$ cat src/rtl/usb_max10_pkg.sv
// rtl/usb_max10_pkg.sv - shared types and constants for the MAX10 FIFO-bus responder
package usb_max10_pkg;

    typedef enum logic [1:0] {
        ST_IDLE  = 2'd0,
        ST_READ  = 2'd1,
        ST_WRITE = 2'd2,
        ST_ERR   = 2'd3
    } state_e;

    localparam logic [1:0] USB_ADDR_DATA    = 2'd0;
    localparam logic [1:0] USB_ADDR_STATUS  = 2'd1;
    localparam logic [1:0] USB_ADDR_SCRATCH = 2'd2;
    localparam logic [1:0] USB_ADDR_RSVD    = 2'd3;

    localparam int STAT_TX_AVAIL = 0;
    localparam int STAT_RX_FULL  = 1;
    localparam int STAT_OVF      = 2;
    localparam int STAT_UDF      = 3;
    localparam int STAT_PROTO    = 4;

    // Sticky bits are kept as a 3-bit vector that maps onto status[4:2].
    localparam int STK_OVF   = STAT_OVF - 2;
    localparam int STK_UDF   = STAT_UDF - 2;
    localparam int STK_PROTO = STAT_PROTO - 2;

    function automatic logic [7:0] status_byte(input logic tx_empty, input logic rx_full,
                                               input logic [2:0] sticky);
        return {3'b000, sticky, rx_full, !tx_empty};
    endfunction

endpackage

$ cat src/rtl/usb_sync_fifo.sv
// rtl/usb_sync_fifo.sv - show-ahead synchronous FIFO with occupancy count and synchronous flush
module usb_sync_fifo #(
    parameter int DEPTH_LOG2 = 4,
    parameter int WIDTH      = 8
) (
    input  logic                  clk,
    input  logic                  resetn,
    input  logic                  flush,
    input  logic                  push,
    input  logic [WIDTH-1:0]      push_data,
    input  logic                  pop,
    output logic [WIDTH-1:0]      pop_data,
    output logic                  full,
    output logic                  empty,
    output logic [DEPTH_LOG2:0]   count
);
    localparam int DEPTH = 1 << DEPTH_LOG2;

    logic [DEPTH_LOG2:0] wr_ptr_q, wr_ptr_d;
    logic [DEPTH_LOG2:0] rd_ptr_q, rd_ptr_d;
    logic [WIDTH-1:0]    mem_q [DEPTH];
    logic                do_push, do_pop;

    assign empty = (wr_ptr_q == rd_ptr_q);
    assign full  = (wr_ptr_q[DEPTH_LOG2] != rd_ptr_q[DEPTH_LOG2]) &&
                   (wr_ptr_q[DEPTH_LOG2-1:0] == rd_ptr_q[DEPTH_LOG2-1:0]);
    assign count = wr_ptr_q - rd_ptr_q;

    // Flags come from the pre-update pointers, so push+pop together leave count unchanged.
    assign do_push  = push & !full;
    assign do_pop   = pop & !empty;
    assign pop_data = mem_q[rd_ptr_q[DEPTH_LOG2-1:0]];

    always_comb begin
        wr_ptr_d = wr_ptr_q;
        rd_ptr_d = rd_ptr_q;
        if (do_push) wr_ptr_d = wr_ptr_q + 1'b1;
        if (do_pop)  rd_ptr_d = rd_ptr_q + 1'b1;
        if (flush) begin
            wr_ptr_d = '0;
            rd_ptr_d = '0;
        end
    end

    always_ff @(posedge clk or negedge resetn) begin
        if (!resetn) begin
            wr_ptr_q <= '0;
            rd_ptr_q <= '0;
        end else begin
            wr_ptr_q <= wr_ptr_d;
            rd_ptr_q <= rd_ptr_d;
        end
    end

    always_ff @(posedge clk) begin
        if (do_push) mem_q[wr_ptr_q[DEPTH_LOG2-1:0]] <= push_data;
    end

endmodule

$ cat src/rtl/usb_max10_fifo_responder.sv
// rtl/usb_max10_fifo_responder.sv - MAX10 async FIFO-bus responder; optional USB_FIFO_LOOPBACK_EN adds RX->TX loopback
module usb_max10_fifo_responder
    import usb_max10_pkg::*;
#(
    parameter int DEPTH_LOG2  = 4,
    parameter int SYNC_STAGES = 2
) (
    input  logic       clk,
    input  logic       resetn,
    input  logic       usb_resetn,
    input  logic [1:0] usb_addr,
    input  logic [7:0] usb_data_i,
    output logic [7:0] usb_data_o,
    output logic       usb_data_oe,
    input  logic       usb_rdn,
    input  logic       usb_wrn,
    input  logic       usb_oen,
    output logic       usb_empty,
    output logic       usb_full,
    output logic [7:0] rx_data,
    output logic       rx_valid,
    input  logic       rx_ready,
    input  logic [7:0] tx_data,
    input  logic       tx_valid,
    output logic       tx_ready
`ifdef USB_FIFO_LOOPBACK_EN
    ,
    input  logic       cfg_loopback
`endif
);
    localparam int              CW       = DEPTH_LOG2 + 1;
    localparam logic [CW-1:0]   FULL_CNT = CW'(1 << DEPTH_LOG2);

    logic                   bus_arst_n, bus_flush;
    logic [1:0]             bus_rst_q, bus_rst_d;
    logic [SYNC_STAGES-1:0] rdn_sync_q, rdn_sync_d, wrn_sync_q, wrn_sync_d;
    logic [SYNC_STAGES-1:0] oen_sync_q, oen_sync_d, vld_q, vld_d;
    logic                   rdn_prev_q, rdn_prev_d, wrn_prev_q, wrn_prev_d;
    logic                   rdn_s, wrn_s, oen_s, samp_ok, rd_fall, wr_fall;
    state_e                 state_q, state_d;
    logic [1:0]             addr_q, addr_d;
    logic [7:0]             data_o_q, data_o_d, scratch_q, scratch_d;
    logic [2:0]             sticky_q, sticky_d;
    logic                   oe_q, oe_d, usb_empty_q, usb_empty_d, usb_full_q, usb_full_d;
    logic                   rx_push, rx_pop, rx_full, rx_empty;
    logic                   tx_push, tx_pop, tx_full, tx_empty;
    logic [7:0]             rx_head, tx_head, tx_push_data;
    logic [CW-1:0]          rx_count, tx_count;

    // Bus reset asserts asynchronously and releases synchronously; it only clears bus-side state.
    assign bus_arst_n = resetn & usb_resetn;
    assign bus_rst_d  = {bus_rst_q[0], 1'b1};
    assign bus_flush  = !bus_rst_q[1];

    always_ff @(posedge clk or negedge bus_arst_n) begin
        if (!bus_arst_n) bus_rst_q <= '0;
        else             bus_rst_q <= bus_rst_d;
    end

    assign rdn_s   = rdn_sync_q[SYNC_STAGES-1];
    assign wrn_s   = wrn_sync_q[SYNC_STAGES-1];
    assign oen_s   = oen_sync_q[SYNC_STAGES-1];
    // vld_q tracks when the synchronisers hold real pin samples, so a strobe held low through reset never looks like an edge.
    assign samp_ok = vld_q[SYNC_STAGES-1];
    assign rd_fall = rdn_prev_q & !rdn_s & samp_ok;
    assign wr_fall = wrn_prev_q & !wrn_s & samp_ok;

`ifdef USB_FIFO_LOOPBACK_EN
    logic lb_move;
    assign lb_move      = cfg_loopback & !rx_empty & !tx_full;
    assign rx_valid     = !rx_empty & !cfg_loopback;
    assign tx_ready     = !tx_full & !cfg_loopback;
    assign rx_pop       = lb_move | (rx_valid & rx_ready);
    assign tx_push      = lb_move | (tx_valid & tx_ready);
    assign tx_push_data = cfg_loopback ? rx_head : tx_data;
`else
    assign rx_valid     = !rx_empty;
    assign tx_ready     = !tx_full;
    assign rx_pop       = rx_valid & rx_ready;
    assign tx_push      = tx_valid & tx_ready;
    assign tx_push_data = tx_data;
`endif

    assign rx_data     = rx_head;
    assign usb_data_o  = data_o_q;
    assign usb_data_oe = oe_q;
    assign usb_empty   = usb_empty_q;
    assign usb_full    = usb_full_q;

    always_comb begin
        rdn_sync_d  = {rdn_sync_q[SYNC_STAGES-2:0], usb_rdn};
        wrn_sync_d  = {wrn_sync_q[SYNC_STAGES-2:0], usb_wrn};
        oen_sync_d  = {oen_sync_q[SYNC_STAGES-2:0], usb_oen};
        vld_d       = {vld_q[SYNC_STAGES-2:0], 1'b1};
        rdn_prev_d  = samp_ok & rdn_s;
        wrn_prev_d  = samp_ok & wrn_s;
        state_d     = state_q;
        addr_d      = addr_q;
        data_o_d    = data_o_q;
        scratch_d   = scratch_q;
        sticky_d    = sticky_q;
        oe_d        = (state_q == ST_READ) & !oen_s;
        usb_empty_d = (tx_count == '0);
        usb_full_d  = (rx_count == FULL_CNT);
        rx_push     = 1'b0;
        tx_pop      = 1'b0;

        case (state_q)
            ST_IDLE: begin
                if ((rd_fall || wr_fall) && !rdn_s && !wrn_s) begin
                    state_d             = ST_ERR;
                    sticky_d[STK_PROTO] = 1'b1;
                end else if (rd_fall) begin
                    state_d = ST_READ;
                    addr_d  = usb_addr;
                    case (usb_addr)
                        USB_ADDR_DATA: begin
                            if (tx_empty) begin
                                data_o_d          = 8'h00;
                                sticky_d[STK_UDF] = 1'b1;
                            end else begin
                                data_o_d = tx_head;
                                tx_pop   = 1'b1;
                            end
                        end
                        USB_ADDR_STATUS:  data_o_d = status_byte(tx_empty, rx_full, sticky_q);
                        USB_ADDR_SCRATCH: data_o_d = scratch_q;
                        default:          data_o_d = 8'h00;
                    endcase
                end else if (wr_fall) begin
                    state_d = ST_WRITE;
                    case (usb_addr)
                        USB_ADDR_DATA: begin
                            if (rx_full) sticky_d[STK_OVF] = 1'b1;
                            else         rx_push = 1'b1;
                        end
                        USB_ADDR_SCRATCH: scratch_d = usb_data_i;
                        default: ;
                    endcase
                end
            end
            ST_READ: begin
                if (rdn_s) begin
                    state_d = ST_IDLE;
                    if (addr_q == USB_ADDR_STATUS) sticky_d = '0;
                end
            end
            ST_WRITE: if (wrn_s) state_d = ST_IDLE;
            default:  if (rdn_s && wrn_s) state_d = ST_IDLE;
        endcase

        if (bus_flush) begin
            rdn_sync_d  = '1;
            wrn_sync_d  = '1;
            oen_sync_d  = '1;
            vld_d       = '0;
            rdn_prev_d  = 1'b0;
            wrn_prev_d  = 1'b0;
            state_d     = ST_IDLE;
            addr_d      = '0;
            data_o_d    = '0;
            scratch_d   = '0;
            sticky_d    = '0;
            oe_d        = 1'b0;
            usb_empty_d = 1'b1;
            usb_full_d  = 1'b0;
            rx_push     = 1'b0;
            tx_pop      = 1'b0;
        end
    end

    always_ff @(posedge clk or negedge resetn) begin
        if (!resetn) begin
            rdn_sync_q  <= '1;
            wrn_sync_q  <= '1;
            oen_sync_q  <= '1;
            vld_q       <= '0;
            rdn_prev_q  <= 1'b0;
            wrn_prev_q  <= 1'b0;
            state_q     <= ST_IDLE;
            addr_q      <= '0;
            data_o_q    <= '0;
            scratch_q   <= '0;
            sticky_q    <= '0;
            oe_q        <= 1'b0;
            usb_empty_q <= 1'b1;
            usb_full_q  <= 1'b0;
        end else begin
            rdn_sync_q  <= rdn_sync_d;
            wrn_sync_q  <= wrn_sync_d;
            oen_sync_q  <= oen_sync_d;
            vld_q       <= vld_d;
            rdn_prev_q  <= rdn_prev_d;
            wrn_prev_q  <= wrn_prev_d;
            state_q     <= state_d;
            addr_q      <= addr_d;
            data_o_q    <= data_o_d;
            scratch_q   <= scratch_d;
            sticky_q    <= sticky_d;
            oe_q        <= oe_d;
            usb_empty_q <= usb_empty_d;
            usb_full_q  <= usb_full_d;
        end
    end

    usb_sync_fifo #(.DEPTH_LOG2(DEPTH_LOG2), .WIDTH(8)) u_rx_fifo (
        .clk       (clk),
        .resetn    (resetn),
        .flush     (bus_flush),
        .push      (rx_push),
        .push_data (usb_data_i),
        .pop       (rx_pop),
        .pop_data  (rx_head),
        .full      (rx_full),
        .empty     (rx_empty),
        .count     (rx_count)
    );

    usb_sync_fifo #(.DEPTH_LOG2(DEPTH_LOG2), .WIDTH(8)) u_tx_fifo (
        .clk       (clk),
        .resetn    (resetn),
        .flush     (bus_flush),
        .push      (tx_push),
        .push_data (tx_push_data),
        .pop       (tx_pop),
        .pop_data  (tx_head),
        .full      (tx_full),
        .empty     (tx_empty),
        .count     (tx_count)
    );

endmodule

$ cat config.mk
export PLATFORM = sky130hd
export DESIGN_NAME = usb_max10_fifo_responder
export DESIGN_NICKNAME = d
export VERILOG_FILES = /design/src/rtl/usb_max10_pkg.sv /design/src/rtl/usb_sync_fifo.sv /design/src/rtl/usb_max10_fifo_responder.sv
export SDC_FILE = /design/constraint.sdc
export NUM_CORES = 1
export LEC_CHECK = 0
export ABC_CLOCK_PERIOD_IN_PS = 11000
export BUFFER_PORTS_ARGS = -buffer_cell sky130_fd_sc_hd__buf_4
export CAP_MARGIN = 0
export CORE_MARGIN = 5
export CORE_UTILIZATION = 40
export CTS_BUF_LIST = sky130_fd_sc_hd__clkbuf_16
export DETAILED_ROUTE_END_ITERATION = 16
export PLACE_DENSITY = 0.62
export SLEW_MARGIN = 0
export SYNTH_ARGS = -nofsm -noshare
export SYNTH_HDL_FRONTEND = slang
export SYNTH_SLANG_ARGS = --single-unit
$ cat constraint.sdc
create_clock -name clk -period 11 [get_ports clk]
set_input_delay 2.75 -clock clk [delete_from_list [all_inputs] [get_ports clk]]
set_output_delay 2.75 -clock clk [all_outputs]
set_load 0.01 [all_outputs]
Word level (Yosys, flattened, before mapping)
Memory sizes are Yosys's and may differ from the RTL's.
Cells that the tools add are included.

storage, ports and cells
  bits in writable memories = 256
  word-level logic and storage cells = 172
  output and inout port bits = 21
  bits in latches = 0
  register bits = 58
  memories kept = 2
  memory bits (read-only) = 0
  bits of input ports = 26

memories
  memory           words  bits a word  rd ports  clocked after memory_dff  wr ports  line                 text
  u_rx_fifo.mem_q  16     8            1         0                         1         usb_sync_fifo.sv:21  logic [WIDTH-1:0] mem_q [DEPTH];
  u_tx_fifo.mem_q  16     8            1         0                         1         usb_sync_fifo.sv:21

operators by class
  multiply operators = 0
  reductions and logical operators = 22
  add/subtract/negate cells = 6
  shift operators = 0
  div/mod/pow operators = 0
  magnitude comparators = 0
  equal/unequal tests = 36
  bitwise gates (word level) = 14
  mux-type cells = 71

operators by type and width
  cell                                                                    count
  8-bit 2-to-1 mux                                                        11
  5-bit 2-to-1 mux                                                        8
  2-bit 2-to-1 mux                                                        16
  1-bit 2-to-1 mux                                                        30
  3-bit != test (second input constant)                                   8
  8-bit one-hot mux with 3 select lines                                   1
  5-bit by 1-bit adder with 5-bit output (second input constant)          4
  2-bit by 1-bit != test with 1-bit output (second input constant)        8
  1-bit AND                                                               14
  5-bit equality test                                                     2
  5-bit subtractor                                                        2
  3-bit 2-to-1 mux                                                        3
  3-bit by 2-bit != test with 1-bit output (second input constant)        3
  4-bit equality test                                                     2
  4-bit AND reduction                                                     2
  8-bit AND reduction                                                     1
  1-bit logical NOT                                                       7
  7-bit AND reduction                                                     1
  2-bit by 1-bit equality test with 1-bit output (second input constant)  3
  2-bit one-hot mux with 3 select lines                                   1
  3-bit one-hot mux with 2 select lines                                   1
  5-bit equality test (second input constant)                             1
  1-bit logical AND                                                       5
  5-bit logical NOT                                                       1
  other kinds (10)                                                        14

Depth between registers and ports, before layout
Gate-level depths: netlist of the first run.

  depth in word-level cells = 12
  depth in mapped cells = 9
  depth with buffers taken out = 7

By module
A second synthesis of the first run with hierarchy kept.

second synthesis, totals
  cell total of the unflattened synthesis = 792
  area total of the unflattened synthesis = 13173.9 um2

modules (own cells, without submodules)
  module                      cells an instance  sequential area each (um2)  times used  area an instance (um2)
  usb_sync_fifo at u_rx_fifo  317                4093.9                      1           5705.5
  usb_sync_fifo at u_tx_fifo  311                4093.9                      1           5680.4
  usb_max10_fifo_responder    164                959.7                       1           1788.0

Least setup slack after synthesis of the first run
Ideal clock, no wire load.

  path kind = reg-to-output
  start = register u_rx_fifo.rd_ptr_q[0]
  end = output rx_data[0]
  path slack = 6.230 ns
  arrival = 2.020 ns
  cell stages (with the launch flop) = 5
  buffers on the path = 2
  data required time = 8.250 ns
  cell sequence = dfrtp_1 clkbuf_1 buf_2 mux4_2 mux4_2

between the ends
  cells in the longest elaborated chain, start to end = 1

RTL lines
  element                 line                            text
  from (decl)             usb_sync_fifo.sv:20             logic [DEPTH_LOG2:0] rd_ptr_q, rd_ptr_d;
  from (signal assigned)  usb_sync_fifo.sv:51             rd_ptr_q <= rd_ptr_d;
  memory 16 x 8 bit       -
  to (decl)               usb_max10_fifo_responder.sv:20  output logic [7:0] rx_data,

No other way between the ends.

Final worst setup path of the first run
  start = register u_rx_fifo.rd_ptr_q[0]
  end = output rx_data[6]

The elaborated chain is that of the path after synthesis.

==> metrics, run 1 <==
clock tree from TritonCTS=done; Die Footprint=35800 um^2; minimum setup slack among reg-to-reg paths=7.13 ns; synthesis warning total=0; synthesis-to-finish area growth=14.8%; total design power=0.00248 W; # resized after CTS=0; most common library cell in the layout ignoring fill and taps=edfxtp_1; source-to-sink clock delay at the later pin of the worst-skew pair=0.52 ns; maximum fanout count along the critical path=36; maximum clock path buffer count=3; post-route design area=14800 um^2; worst-path cell chain=buf_4 -> mux4_2 -> mux4_2 -> buf_4; type of element capturing the critical path=output pin; sequential-to-total area share from yosys stat=71.2%; Slew Viols, Final=0; number of nets in the final layout=824; final weighted congestion in routability-driven placement=0.829; Hold Startpoint=bus_rst_q[0]; number of antenna-violating nets in the routed design=0; setup clock skew after layout=0.0247 ns; row count=65; worst hold margin=0.356 ns; number of remaining DRC errors=0; antenna cell count=0; clock tree sinks=314; reg-to-reg critical path endpoint=u_tx_fifo.mem_q[15][7]; number of antenna violations at the first check in global routing=1; largest net degree at the start of global routing=58; global router's overall resource usage=14.9%; number of cells traversed by the worst register-to-register path=7; final number of hold-violating endpoints=0; max cap viols=0; cell chosen for the clock root=clkbuf_16; unique cell type count in the Yosys netlist=58; worst slew pin tran=1.23 ns; switching component of the power=0.000501 W; number of CTS-inserted buffers=34; Int Power=0.00198 W; category of the worst setup path launch point=flop; Achievable Freq=183 MHz; Sw Ratio=20.2%; power share of the clock group=44.9%; horizontal extent of the die=189 um; fraction of power consumed by sequential logic=52.6%; WP data arrival=2.70 ns; number of cells on the worst hold path=0; share of post-route cells with drive strength above 1=23.9%; outcome=complete, no violations; combinational share of power=2.5%; async set or reset register ratio after synthesis=18.5%; detailed-route vias per instance=5.37; worst-case setup slack after placement=5.62 ns; area of the mapped netlist=12900 um^2; grt total ovfl=0; Peak supply drop=122 uV; die outline height=189 um; Critical Setup Path Class=reg2out; endpoint with the worst hold slack=bus_rst_q[1]; most used flip-flop cell after synthesis=edfxtp_1; Post-Route Setup TNS=0 ns; final setup violating endpoints=0; number of global-route vias before repair=6757; number of buffers added on ports=46; Final Critical Period=5.45 ns; flop and latch count out of synthesis=314; count of flip-flops with a built-in enable after synthesis=256; Post-CTS Setup Repair Bufs=0; minimum setup slack in the final design=5.55 ns; clock slew at reported path FFs=0.06 ns; maximum cell stage delay along the critical path=0.64 ns; vias post-DR=6481; Critical-path top delay cell=mux4_2; initial core utilization=40.6%; path class of the lowest-slack min-delay path=reg2reg; cells after synthesis=717; number of iterations in the first detailed-routing pass=4; commonest cells after routing, fill and taps aside=edfxtp_1, mux4_2, buf_4, nor2_1, dfrtp_1; Placed Instance Area=13700 um^2; post-detailed-route wirelength per cell=21.8 um; violation count after the first detailed-route iteration=455; average footprint of a synthesized cell=17.9 um^2; global-route wire length before repair=41200 um; HPWL after detailed placement=16800 um; hold bufs inserted after CTS=0; core area=31600 um^2; power per unit of standard cell area=168 nW/um^2; required time of the critical path=8.25 ns; reg2reg start=u_tx_fifo.rd_ptr_q[2]; worst slew margin relative to its limit=17.6%; period utilisation layout=49.6%; H-tree depth=2; setup repair after global routing missed its margin=no; DRT Wirelength=26300 um; leak pwr=5.11 nW; number of top-level design ports=47; syn_nets=762
## worst max-delay path: cells and delay by family (launching register included)
kind	cells	cell delay, ns
buffers and inverters	2	0.72
DFF	1	0.33
muxes	2	1.13
## Yosys cell counts, types with 10 or more instances
cell type / number / area [um^2]
edfxtp_1: 256 / 7690
mux4_2: 70 / 1580
nor2_1: 54 / 203
dfrtp_1: 51 / 1280
mux2i_1: 26 / 260
nand2_1: 22 / 82.6
clkbuf_1: 19 / 71.3
inv_1: 19 / 71.3
ha_1: 18 / 225
o21ai_0: 17 / 85.1
a21oi_1: 12 / 60.1
nand4_1: 10 / 62.6
xor2_1: 10 / 87.6
## power groups by stage
stage	Combinational (W)	Sequential [W]	Clock (W)
final	0.0000620	0.00130	0.00111
after global routing	0.0000694	0.00130	0.00119
after CTS	0.0000639	0.00130	0.00114
after detailed placement	0.0000636	0.00133	0
after global placement	0.0000624	0.00133	0
after floorplan	0.0000254	0.00132	0
## worst max path at each step
| stage | startpoint | to | slack (ns) |
|---|---|---|---|
| after CTS | u_tx_fifo.rd_ptr_q[2] | tx_ready | 5.46 |
| final | u_rx_fifo.rd_ptr_q[0] | rx_data[6] | 5.55 |
| after detailed placement | usb_addr[0] | u_rx_fifo.mem_q[0][7] | 5.62 |
| after global routing | u_tx_fifo.rd_ptr_q[2] | tx_ready | 5.40 |
| after global placement | usb_addr[0] | u_rx_fifo.mem_q[0][5] | 5.70 |
| after floorplan | u_rx_fifo.rd_ptr_q[0] | rx_data[0] | 6.23 |
## state kept, by name, summed over array words and instances (netlist names)
signal	cells
state_q	2
bus_rst_q	2
scratch_q	8
u_rx_fifo.mem_q	128
rdn_sync_q	2
usb_empty	1
usb_data_o	8
usb_data_oe	1
sticky_q	3
oen_sync_q	2
vld_q	2
u_rx_fifo.wr_ptr_q	5
wrn_sync_q	2
usb_full	1
u_tx_fifo.wr_ptr_q	5
u_tx_fifo.mem_q	128
u_tx_fifo.rd_ptr_q	5
rdn_prev_q	1
addr_q	2
u_rx_fifo.rd_ptr_q	5
wrn_prev_q	1
## per-layer routing
metal / vias to the layer above / wire, um / global-route usage, % / share of wire [%]
met1: 3340 / 11700 / 21.0 / 44
li1: 2948 / - / - / -
met5: - / 0 / 0 / 0
met2: 151 / 12900 / 23.9 / 49
met4: 0 / 584 / 4.34 / 2.2
met3: 42 / 1210 / 3.04 / 4.6
## per-stage QoR
stage	instances	utilization, %
after floorplan	717	-
after CTS	1207	46.6
after global placement	1145	43.2
after detailed placement	1145	43.2
after global routing	1207	46.6
final	1207	46.6
## layout make-up
class | count | area [um^2]
fillers | 2652 | 16900
flip-flops and latches | 314 | 9150
inverters | 22 | 82.6
clock inverters | 28 | 244
well taps | 402 | 503
clock buffers | 34 | 851
multi-input cells | 350 | 3490
repair buffers | 57 | 428
## cell families (layout without fill, tap and decap cells)
| family | Yosys count | in the layout | synth area share, % |
|---|---|---|---|
| adder cells (fa/ha/maj) | 19 | 19 | 1.91 |
| flip-flops | 314 | 314 | 71.2 |
| AO/OA/AOI/OAI | 67 | 67 | 3.77 |
| XOR/XNOR | 19 | 19 | 1.29 |
| AND/OR/NAND/NOR | 146 | 146 | 5.72 |
| multiplexers | 98 | 98 | 14.5 |
| buffers and inverters | 53 | 141 | 1.66 |
| other | 1 | 1 | 0.0292 |
Power figures use the tool's default switching activity.
==> inputs of run 2 (changes only) <==
- ABC_CLOCK_PERIOD_IN_PS: 11000 -> 5700
- clock period: 11 -> 5.7 ns (I/O delays scaled with it)
==> metrics, run 2 (synthesis gave the netlist of run 1 again) <==
setup repair after global routing missed its margin=no; clock tree from TritonCTS=done; clock tree sinks=314 (unchanged); number of buffers added on ports=46 (unchanged); worst slew pin tran=1.17 ns (-0.0603 ns); commonest cells after routing, fill and taps aside=edfxtp_1, mux4_2, buf_4, nor2_1, dfrtp_1; violation count after the first detailed-route iteration=594 (+31%); WP data arrival=2.87 ns (+0.17 ns); maximum clock path buffer count=3 (unchanged); Crit. Startpoint=u_rx_fifo.rd_ptr_q[0]; number of antenna violations at the first check in global routing=0 (-1); period utilisation layout=75.3%; hold bufs inserted after CTS=0 (unchanged); number of nets in the final layout=826 (+0.24%); antenna cell count=0 (unchanged); final setup violating endpoints=0 (unchanged); share of post-route cells with drive strength above 1=23.4% (-0.44 points); HPWL after detailed placement=17500 um (+3.9%); category of the worst setup path launch point=flop; vias post-DR=6539 (+0.89%); reg-to-reg critical path endpoint=u_tx_fifo.mem_q[5][0]; fraction of the core area covered by cells at the end of the flow=46.4% (-0.22 points); outcome=complete, no violations; power per unit of standard cell area=316 nW/um^2 (+88%); number of cells traversed by the worst register-to-register path=7 (unchanged); # resized after CTS=0 (unchanged); number of iterations in the first detailed-routing pass=5 (+1); worst slew margin relative to its limit=21.7% (+4.0 points); core area=31600 um^2 (unchanged); max cap viols=0 (unchanged); grt total ovfl=0 (unchanged); most common library cell in the layout ignoring fill and taps=edfxtp_1; row count=65 (unchanged); final weighted congestion in routability-driven placement=0.811 (-2.1%); largest net degree at the start of global routing=58 (unchanged); path class of the lowest-slack min-delay path=reg2reg; number of cells on the worst hold path=0 (unchanged); number of antenna-violating nets in the routed design=0 (unchanged); post-detailed-route wirelength per cell=22.3 um (+2.2%); horizontal extent of the die=189 um (unchanged); type of element capturing the critical path=output pin; die outline height=189 um (unchanged); global router's overall resource usage=15.1% (+0.18 points); cell chosen for the clock root=clkbuf_16; synthesis-to-finish area growth=14.2%; Final Critical Period=4.29 ns; Achievable Freq=233 MHz; final number of hold-violating endpoints=0 (unchanged); Post-CTS Setup Repair Bufs=0 (unchanged); Peak supply drop=263 uV (+120%); setup clock skew after layout=0.0237 ns (-0.000970 ns); global-route wire length before repair=41700 um (+1.1%); Die Footprint=35800 um^2 (unchanged); H-tree depth=2 (unchanged); detailed-route vias per instance=5.43 (+1.1%); clock slew at reported path FFs=0.06 ns (about the same); reg2reg start=u_tx_fifo.rd_ptr_q[2]; initial core utilization=40.6% (unchanged); Post-Route Setup TNS=0 ns (unchanged); Critical Setup Path Class=reg2out; source-to-sink clock delay at the later pin of the worst-skew pair=0.51 ns (about the same); DRT Wirelength=26900 um (+2.0%); number of top-level design ports=47 (unchanged); minimum setup slack among reg-to-reg paths=1.74 ns (-5.39 ns); required time of the critical path=4.28 ns (-3.97 ns); number of global-route vias before repair=6780 (+0.34%); Slew Viols, Final=0 (unchanged); leak pwr=5.07 nW (-0.92%); Worst setup endpoint=rx_data[0]; number of CTS-inserted buffers=35 (+2.9%); number of remaining DRC errors=0 (unchanged); maximum fanout count along the critical path=21 (-42%)
run 2: cell count changes in the layout (fill, tap and decap cells not counted), sizes merged:
cell      previous run  this run
clkinv              14        13
bufinv               4         0
clkbuf              34        36
buf                 57        58
clkinvlp             0         2
inv                 32        30
run 2: stage by stage:
| step | power (W) | setup slack (ns) | instance area [um^2] | instances | hold WS [ns] |
|---|---|---|---|---|---|
| floorplan | 0.00261 | 2.26 | 12900 | 717 | 0.331 |
| global placement | 0.00268 | 1.76 | 13700 | 1146 | 0.333 |
| detailed placement | 0.00268 | 1.70 | 13700 | 1146 | 0.346 |
| CTS | 0.00468 | 1.31 | 14700 | 1205 | 0.357 |
| global route | 0.00479 | 1.18 | 14700 | 1205 | 0.374 |
| finish | 0.00464 | 1.41 | 14700 | 1205 | 0.350 |
run 2: power breakdown:
part	internal [W]	leakage, nW	switching, W	total (W)
Clock	0.00114	0.519	0.000861	0.00200
Sequential	0.00250	3.08	0.00000906	0.00251
Combinational	0.0000364	1.47	0.0000837	0.000120
Total	0.00368	5.07	0.000954	0.00464
run 2: worst min-delay path by stage:
stage | endpoint | start | slack (ns)
5_1_grt | bus_rst_q[1] | bus_rst_q[0] | 0.37
3_3_place_gp | bus_rst_q[1] | bus_rst_q[0] | 0.33
6_report | bus_rst_q[1] | bus_rst_q[0] | 0.35
4_1_cts | bus_rst_q[1] | bus_rst_q[0] | 0.36
3_5_place_dp | bus_rst_q[1] | bus_rst_q[0] | 0.35
2_1_floorplan | bus_rst_q[1] | bus_rst_q[0] | 0.33
run 2: worst max-delay path, stage by stage (launching register included):
cell     delay (ns)
dfrtp_2        0.70
buf_4          0.46
mux4_2         0.55
mux4_2         0.49
buf_4          0.16
run 2: metal layers:
layer / GRT usage (%) / up-vias / part of all wire, %
met2: 24.5 / 165 / 49
li1: - / 2959 / -
met4: 3.92 / 0 / 2.1
met1: 21.7 / 3380 / 45
met5: 0 / - / 0
met3: 2.19 / 35 / 4.2
run 2: cell type report:
type	count	area (um^2)
inverters	22	82.6
clock buffers	36	901
fillers	2643	17000
repair buffers	58	435
well taps	402	503
clock inverters	23	118
flip-flops and latches	314	9150
multi-input cells	350	3490
==> inputs of run 3 (changes only) <==
- ABC_AREA: default -> 1
- ABC_CLOCK_PERIOD_IN_PS: 5700 -> 4000
- PLACE_DENSITY: 0.62 -> 0.61
- clock period: 5.7 -> 4 ns (I/O delays scaled with it)
==> metrics, run 3 <==
outcome=complete, no violations; Post-CTS Setup Repair Bufs=0 (unchanged); list of most frequent post-synthesis cells=nand2_1, edfxtp_1, inv_1; Final Critical Period=3.52 ns; syn_nets=1354 (+78%); antenna cell count=0 (unchanged); worst slew margin relative to its limit=25.2% (+3.5 points); worst slew pin tran=1.12 ns (-0.0435 ns); detailed-route vias per instance=5.04 (-7.2%); leading cell type by number of instances after synthesis=nand2_1; type of element capturing the critical path=output pin; average footprint of a synthesized cell=10.6 um^2 (-41%); Die Footprint=38400 um^2 (+7.1%); final number of hold-violating endpoints=0 (unchanged); clock tree sinks=314 (unchanged); adder and majority cell fraction of the synthesized area=1.78% (-0.13 points); violation count after the first detailed-route iteration=759 (+28%); number of antenna-violating nets in the routed design=0 (unchanged); Peak supply drop=284 uV (+7.8%); post-synthesis share of cell area spent on xor and xnor gates=0.561% (-0.73 points); DRT Wirelength=31700 um (+18%); Sw Ratio=20.8% (+0.19 points); maximum clock path buffer count=3 (unchanged); required time of the critical path=3.00 ns (-1.28 ns); Critical Setup Path Class=reg2out; horizontal extent of the die=196 um (+3.5%); setup clock skew after layout=0.0203 ns (-0.00347 ns); simple-gate share of the synthesized area=18.5% (+13 points); cell chosen for the clock root=clkbuf_16; most used flip-flop cell after synthesis=edfxtp_1; main combinational cell family by area after synthesis=simple AND/OR/NAND/NOR gates; clock slew at reported path FFs=0.06 ns (about the same); largest net degree at the start of global routing=68 (+17%); H-tree depth=2 (unchanged); final weighted congestion in routability-driven placement=0.849 (+4.6%); fraction of power consumed by sequential logic=50.3% (-3.9 points); sequential-to-total area share from yosys stat=66.2% (-4.9 points); leak pwr=6.51 nW (+28%); HPWL after detailed placement=20100 um (+15%); period utilisation layout=88.0%; Post-Layout Cell Count=1836 (+52%); # resized after CTS=0 (unchanged); Post-Route Setup TNS=0 ns (unchanged); max cap viols=0 (unchanged); Int Power=0.00568 W (+54%); synthesis-to-finish area growth=14.2% (about the same); cell count after placement=1774 (+55%); area occupied by multi-input gates=3780 um^2 (+8.3%); flop and latch count out of synthesis=314 (unchanged); power share of the clock group=46.0% (+2.8 points); area of the mapped netlist=13800 um^2 (+7.5%); share of post-route cells with drive strength above 1=11.7% (-12 points); synthesis warning total=0 (unchanged); switching component of the power=0.00149 W (+56%); post-detailed-route wirelength per cell=17.2 um (-23%); number of iterations in the first detailed-routing pass=5 (unchanged); die outline height=196 um (+3.5%); number of CTS-inserted buffers=35 (unchanged); final setup violating endpoints=0 (unchanged); core area=34300 um^2 (+8.4%); global-route wire length before repair=50700 um (+22%); number of buffers added on ports=46 (unchanged); commonest cells after routing, fill and taps aside=nand2_1, edfxtp_1, inv_1, nor2_1, nand3_1; most area-consuming cells after synthesis=edfxtp_1, dfrtp_1, nand2_1, nand3_1, inv_1; cells after synthesis=1309 (+83%); Compound-Gate Fraction of Synth Area=6.51% (+2.7 points); initial core utilization=40.3% (-0.34 points); most common library cell in the layout ignoring fill and taps=nand2_1; total of fill cells in the finished design=3154 (+19%); Achievable Freq=284 MHz; number of nets in the final layout=1401 (+70%); number of remaining DRC errors=0 (unchanged); setup repair after global routing missed its margin=no; vias post-DR=9246 (+41%); number of global-route vias before repair=9127 (+35%); grt total ovfl=0 (unchanged); clock tree from TritonCTS=done; power per unit of standard cell area=455 nW/um^2 (+44%); path class of the lowest-slack min-delay path=in2async; number of antenna violations at the first check in global routing=0 (unchanged); Slew Viols, Final=0 (unchanged); WP data arrival=2.52 ns (-0.35 ns); async set or reset register ratio after synthesis=18.5% (unchanged); unique cell type count in the Yosys netlist=51 (-12%); cell accounting for the most synthesized area=edfxtp_1; source-to-sink clock delay at the later pin of the worst-skew pair=0.52 ns (about the same); category of the worst setup path launch point=flop; number of top-level design ports=47 (unchanged); global router's overall resource usage=16.5% (+1.4 points); register cell area after layout=9150 um^2 (unchanged); combinational share of power=3.7% (+1.1 points); share of synthesized area spent on multiplexers=0% (-14 points); row count=68 (+4.6%); count of flip-flops with a built-in enable after synthesis=256 (unchanged); hold bufs inserted after CTS=0 (unchanged); maximum fanout count along the critical path=16 (-24%); Yosys top cell area share=55.6% (-4.2 points)
-- run 3: worst max-delay path: stages (launching register included) --
cell     delay, ns
dfrtp_1       0.64
inv_1         0.28
ha_1          0.40
nand2_1       0.09
nor2_1        0.22
nand2_1       0.18
buf_4         0.19
-- run 3: layer usage --
metal / track usage (%) / wire [um] / vias up
li1: - / - / 4472
met1: 24.0 / 14600 / 4444
met2: 25.8 / 14400 / 270
met3: 2.51 / 1860 / 60
met4: 4.81 / 786 / 0
met5: 0 / 0 / -
-- run 3: cells by family (layout without fill, tap and decap cells) --
group                    after synthesis  after routing
buffers and inverters                219            291
other                                  1              1
AND/OR/NAND/NOR                      599            599
XOR/XNOR                               8              8
AO/OA/AOI/OAI                        149            149
flip-flops                           314            314
adder cells (fa/ha/maj)               19             19
-- run 3: worst paths after layout --
kind | startpoint | endpoint | slack, ns | depth (start not counted)
worst min-delay path | usb_resetn | bus_rst_q[0] | 0.35 | 3
worst min register to register | bus_rst_q[0] | bus_rst_q[1] | 0.37 | 0
worst max-delay path | u_rx_fifo.rd_ptr_q[2] | rx_valid | 0.48 | 6
max in group asynchronous | resetn | u_rx_fifo.rd_ptr_q[0] | 2.89 | 1
worst max register to register | u_rx_fifo.rd_ptr_q[2] | u_rx_fifo.mem_q[4][0] | 0.93 | 9
min in group clk | bus_rst_q[0] | bus_rst_q[1] | 0.37 | 0
-- run 3: through the flow --
stage | total power, W | utilization [%] | hold WS [ns] | cell area [um^2] | worst slack, ns
4_1_cts | 0.00723 | 46.0 | 0.344 | 15800 | 0.513
2_1_floorplan | 0.00380 | - | 0.331 | 13800 | 1.52
3_3_place_gp | 0.00394 | 42.6 | 0.335 | 14600 | 1.01
3_5_place_dp | 0.00394 | 42.6 | 0.360 | 14600 | 1.01
6_report | 0.00717 | 46.0 | 0.353 | 15800 | 0.481
5_1_grt | 0.00739 | 46.0 | 0.349 | 15800 | 0.245
-- run 3: final cells by class --
| class | count | area share, % |
|---|---|---|
| inverters | 168 | 4.00 |
| flip-flops and latches | 314 | 58.0 |
| repair buffers | 61 | 2.90 |
| multi-input cells | 776 | 24.0 |
| clock inverters | 26 | 1.80 |
| clock buffers | 36 | 5.71 |
| well taps | 455 | 3.61 |
-- run 3: power by group through the flow --
| stage | clock network [W] | logic, W | registers (W) |
|---|---|---|---|
| 2_1_floorplan | 0 | 0.000135 | 0.00367 |
| 3_3_place_gp | 0 | 0.000268 | 0.00367 |
| 3_5_place_dp | 0 | 0.000271 | 0.00367 |
| 4_1_cts | 0.00336 | 0.000272 | 0.00361 |
| 5_1_grt | 0.00348 | 0.000302 | 0.00361 |
| 6_report | 0.00330 | 0.000268 | 0.00361 |
